`src/rtl/gen_clk.sv`:
```
// -----------------------------------------------------------------------------
// gen_clk : derives the neuron, simulation and spindle clocks from rawclk.
//   clk_out1 (neuron_clk)  : half-period of (half_cnt+1) rawclk cycles
//   clk_out2 (sim_clk)     : neuron counter bit NN-1
//   clk_out3 (spindle_clk) : neuron counter bit NN-2 (twice the sim_clk rate)
// Every output comes straight from a flip-flop clocked by rawclk, so all
// outputs are glitch-free and change on the same rawclk rising edges.
// -----------------------------------------------------------------------------
module gen_clk #(
   parameter int NN = 8                       // neurons per step = 2**NN, NN >= 2
) (
   input  logic              rawclk,
   input  logic              reset,           // asynchronous, active-low
   input  logic [17:0]       half_cnt,
   output logic              clk_out1,
   output logic              clk_out2,
   output logic              clk_out3,
   output logic [NN+2:0]     int_neuron_cnt_out
);

   localparam int CW = NN + 3;

   logic [17:0]   r_div_cnt;
   logic          r_neuron_clk;
   logic [CW-1:0] r_neuron_cnt;

   // Terminal count: ">=" rather than "==" so that lowering half_cnt while
   // the divider is already past the new value ends the half-period on the
   // very next edge instead of running the counter all the way round 2^18.
   logic          w_div_done;
   // The neuron clock is about to go 0->1 on this edge.
   logic          w_neuron_rise;

   assign w_div_done    = (r_div_cnt >= half_cnt);
   assign w_neuron_rise = w_div_done && !r_neuron_clk;

   // Divider: count rawclk edges within the current neuron-clock half-period.
   always_ff @(posedge rawclk or negedge reset) begin
      if (!reset) begin
         r_div_cnt <= '0;
      end else if (w_div_done) begin
         r_div_cnt <= '0;
      end else begin
         r_div_cnt <= r_div_cnt + 18'd1;
      end
   end

   // Neuron clock: toggle at the end of every half-period.
   always_ff @(posedge rawclk or negedge reset) begin
      if (!reset) begin
         r_neuron_clk <= 1'b0;
      end else if (w_div_done) begin
         r_neuron_clk <= ~r_neuron_clk;
      end
   end

   // Neuron counter: advances on the same edge the neuron clock rises and
   // wraps naturally at 2^(NN+3); its upper bits form the slower clocks.
   always_ff @(posedge rawclk or negedge reset) begin
      if (!reset) begin
         r_neuron_cnt <= '0;
      end else if (w_neuron_rise) begin
         r_neuron_cnt <= r_neuron_cnt + {{(CW-1){1'b0}}, 1'b1};
      end
   end

   // Outputs are plain register taps with no logic in between.
   assign clk_out1           = r_neuron_clk;
   assign clk_out2           = r_neuron_cnt[NN-1];
   assign clk_out3           = r_neuron_cnt[NN-2];
   assign int_neuron_cnt_out = r_neuron_cnt;

endmodule

```
`config.mk`:
```
export PLATFORM = sky130hd
export DESIGN_NAME = gen_clk
export DESIGN_NICKNAME = d
export VERILOG_FILES = /design/src/rtl/gen_clk.sv
export SDC_FILE = /design/constraint.sdc
export NUM_CORES = 1
export LEC_CHECK = 0
export ABC_AREA = 1
export CORE_MARGIN = 3
export CORE_UTILIZATION = 54
export DETAILED_ROUTE_END_ITERATION = 7
export GPL_ROUTABILITY_DRIVEN = 0
export PLACE_DENSITY = 0.81
export REMOVE_ABC_BUFFERS = 1
export SKIP_LAST_GASP = 1
export SLEW_MARGIN = 10
export SYNTH_ARGS = -nofsm -noshare
export SYNTH_HDL_FRONTEND = slang
export SYNTH_SLANG_ARGS = --single-unit
```
`constraint.sdc`:
```
create_clock -name rawclk -period 2 [get_ports rawclk]
set_clock_uncertainty 0.2 [all_clocks]
set_input_delay 0.4 -clock rawclk [delete_from_list [all_inputs] [get_ports rawclk]]
set_output_delay 0.4 -clock rawclk [all_outputs]
set_load 0.02 [all_outputs]
```
==> run summary <==
Status: completed
I/O Buffers: 33
FP Rows: 22
Final core utilization: 0.820
#FFs+latches synth: 30
Req. time, crit path: 1.40 ns
Share of cells above drive strength 1: 0.290
First-pass GRT wire length: 8.57 mm
DR vias/cell: 5.19
Most frequent cells in the layout: nand2_1 (64), inv_1 (33), dfrtp_1 (30)
Yosys cell types: 27
Root buffer cell: clkbuf_8
Placed cell count: 370
Drt total wl: 5.42 mm
Initial antenna violation count: 0
Crit path arrival time: 1.35 ns
Final Slew Violations: 0
Antenna Violating Nets Remaining: 0
Slowest-stage cell, CP: clkdlybuf4s50_1
Cells along the critical path: clkdlybuf4s50_1
Ports: 34
Core box area: 3720 sq um
Static Leak: 1.60 nW
CTS max path bufs: 2
Met3 routed WL: 197 microns
Minimum clock period after layout: 1.95 ns
Met2 Routed Length: 2.98 mm
Worst hold-check path type: in -> async
Most common cell after layout, fill and taps aside: nand2_1
Die area: 4670 sq um
HPWL Detailed: 3.29 mm
Total GRT Usage: 0.249
CP bufs+invs: 1
F_max: 512 MHz
Max layer used: met4
Clock sinks: 30
Slew @ Worst Pin: 0.405 ns
Total CTS buffers: 5
1st-pass router iterations: 4
Final hold violations: 0
Critical path launch point type: register
Drt drc: 0
Syn Area/Cell: 7.49 sq um
Chip width: 68.3 microns
Delay-heaviest family, CP: buffers and inverters
CTS tree: built
Power Dens Cells: 571 nW/um^2
Wire per inst: 14.2 microns
Routed metal-1 wirelength: 2.19 mm
Filler Cell Count: 249
Final Cycle Share: 0.977
Crit path largest cell delay: 0.64 ns
Max cap viols: 0
CTS Hold Bufs: 0
Relative slew slack: 0.730
Cell count after synthesis: 280
Initial Utilization: 0.565
Sequential element share of the synthesized area: 0.358
Beginning of the worst register-to-register path: r_div_cnt[15]$_DFF_PN0_
Top FF cell, synth: dfrtp_1
Nets: 375
Reg-to-reg slack, setup: 0.05 ns
CTS H-Tree Depth: 2
Setup slack after layout: 0.0463 ns
Setup Slack @ Placement: -0.477 ns
Worst hold margin: 0.310 ns
Layout area overhead: 45.3%
Vert. Die Dim: 68.3 microns
Clock Pin Slew Worst Setup and Hold Paths: 0.06 ns
GR Overflow Total: 0
Crit path kind: reg -> out
Non-filler instance count after layout: 382
Worst R2R End: int_neuron_cnt_out[5]$_DFFE_PN0P_
Critical Path End Type: output pin
Vias in the first global route: 1952
DRT iter0 DRCs: 142
RSZ-0062 raised after global routing: yes
Crit Path Max Fanout: 5
ANT cells: 0
Worst skew pair latency: 0.29 ns
VDD IR max: 0.000714 V
Async SR Flop Fraction: 1.00
Finish-stage setup viols: 0
Post-Synthesis Cell Area: 2100 sq um
Via Count: 1984
Largest net degree at the start of global routing: 31
Synth Warn #: 0
Path depth of the worst reg2reg path: 8
Post-synth EDFFs: 0
cell usage after synthesis (all sizes together), types with 2 or more instances:
library cell,n,area share
a21o,2,0.0072
xnor2,9,0.038
nand3,23,0.060
buf,6,0.025
nor2,36,0.070
a21oi,8,0.019
dfrtp,30,0.36
o21ai,2,0.0048
ha,20,0.12
nand4,3,0.0089
xor2,7,0.029
nor3,8,0.021
inv,42,0.075
nand2,79,0.15
flip-flops by register name (all words and copies together), names as in the netlist:
name and count:
int_neuron_cnt_out 11, r_div_cnt 18, clk_out1 1
kinds of logic after synthesis:
kind of cell               count (synthesis)  share of synthesized area
AOI/OAI and AO/OA                         13                     0.0346
and+or+nand+nor                          152                      0.320
adders and majority gates                 20                      0.119
DFF                                       30                      0.358
xor gates and xnor gates                  16                     0.0668
buffers and inverters                     49                      0.102
how the worst max path moves through the flow:
stage | from | end | slack, ns | depth (start not counted)
floorplan | half_cnt[9] | int_neuron_cnt_out[6]$_DFFE_PN0P_ | -0.12 | 10
global placement | half_cnt[5] | int_neuron_cnt_out[6]$_DFFE_PN0P_ | -0.38 | 12
detailed placement | half_cnt[3] | r_div_cnt[10]$_DFF_PN0_ | -0.48 | 13
CTS | half_cnt[17] | int_neuron_cnt_out[9]$_DFFE_PN0P_ | 0.002 | 12
global route | r_div_cnt[0]$_DFF_PN0_ | int_neuron_cnt_out[9]$_DFFE_PN0P_ | -0.04 | 13
finish | int_neuron_cnt_out[4]$_DFFE_PN0P_ | int_neuron_cnt_out[4] | 0.05 | 1
what timing repair did:
action                     CTS  global route
buffers inserted             3             2
cloned                       0             1
resized for setup           73            29
setup endpoints to repair   31            35
pin swaps                   45            20
routing by layer:
| layer | track usage | vias up |
|---|---|---|
| met5 | 0 | - |
| met4 | 0.0993 | 0 |
| met3 | 0.0542 | 5 |
| met2 | 0.443 | 39 |
| met1 | 0.288 | 961 |
| li1 | - | 979 |
cell type report:
cell class                      count  area [sq um]  share of cell area
Clock buffer                        6          82.6              0.0271
Inverter                           42           158              0.0517
Multi-Input combinational cell    202          1490               0.489
Sequential cell                    30           751               0.246
Tap cell                           48          60.1              0.0197
Timing Repair Buffer               54           507               0.166
through the flow:
step	cell area, sq um	power, W	TNS, ns
floorplan	2040	0.000931	-1.37
global placement	2550	0.00106	-10.18
detailed placement	2550	0.00108	-12.57
CTS	2900	0.00166	0
global route	3050	0.00184	-0.273
finish	3050	0.00174	0
power by group:
| group | internal, W | leakage [nW] | switching [W] |
|---|---|---|---|
| combinational | 0.000236 | 1.16 | 0.000276 |
| clock | 0.000265 | 0.0431 | 0.000228 |
| sequential | 0.000664 | 0.404 | 0.0000718 |
| total | 0.00117 | 1.60 | 0.000576 |
Power figures use the tool's default switching activity.
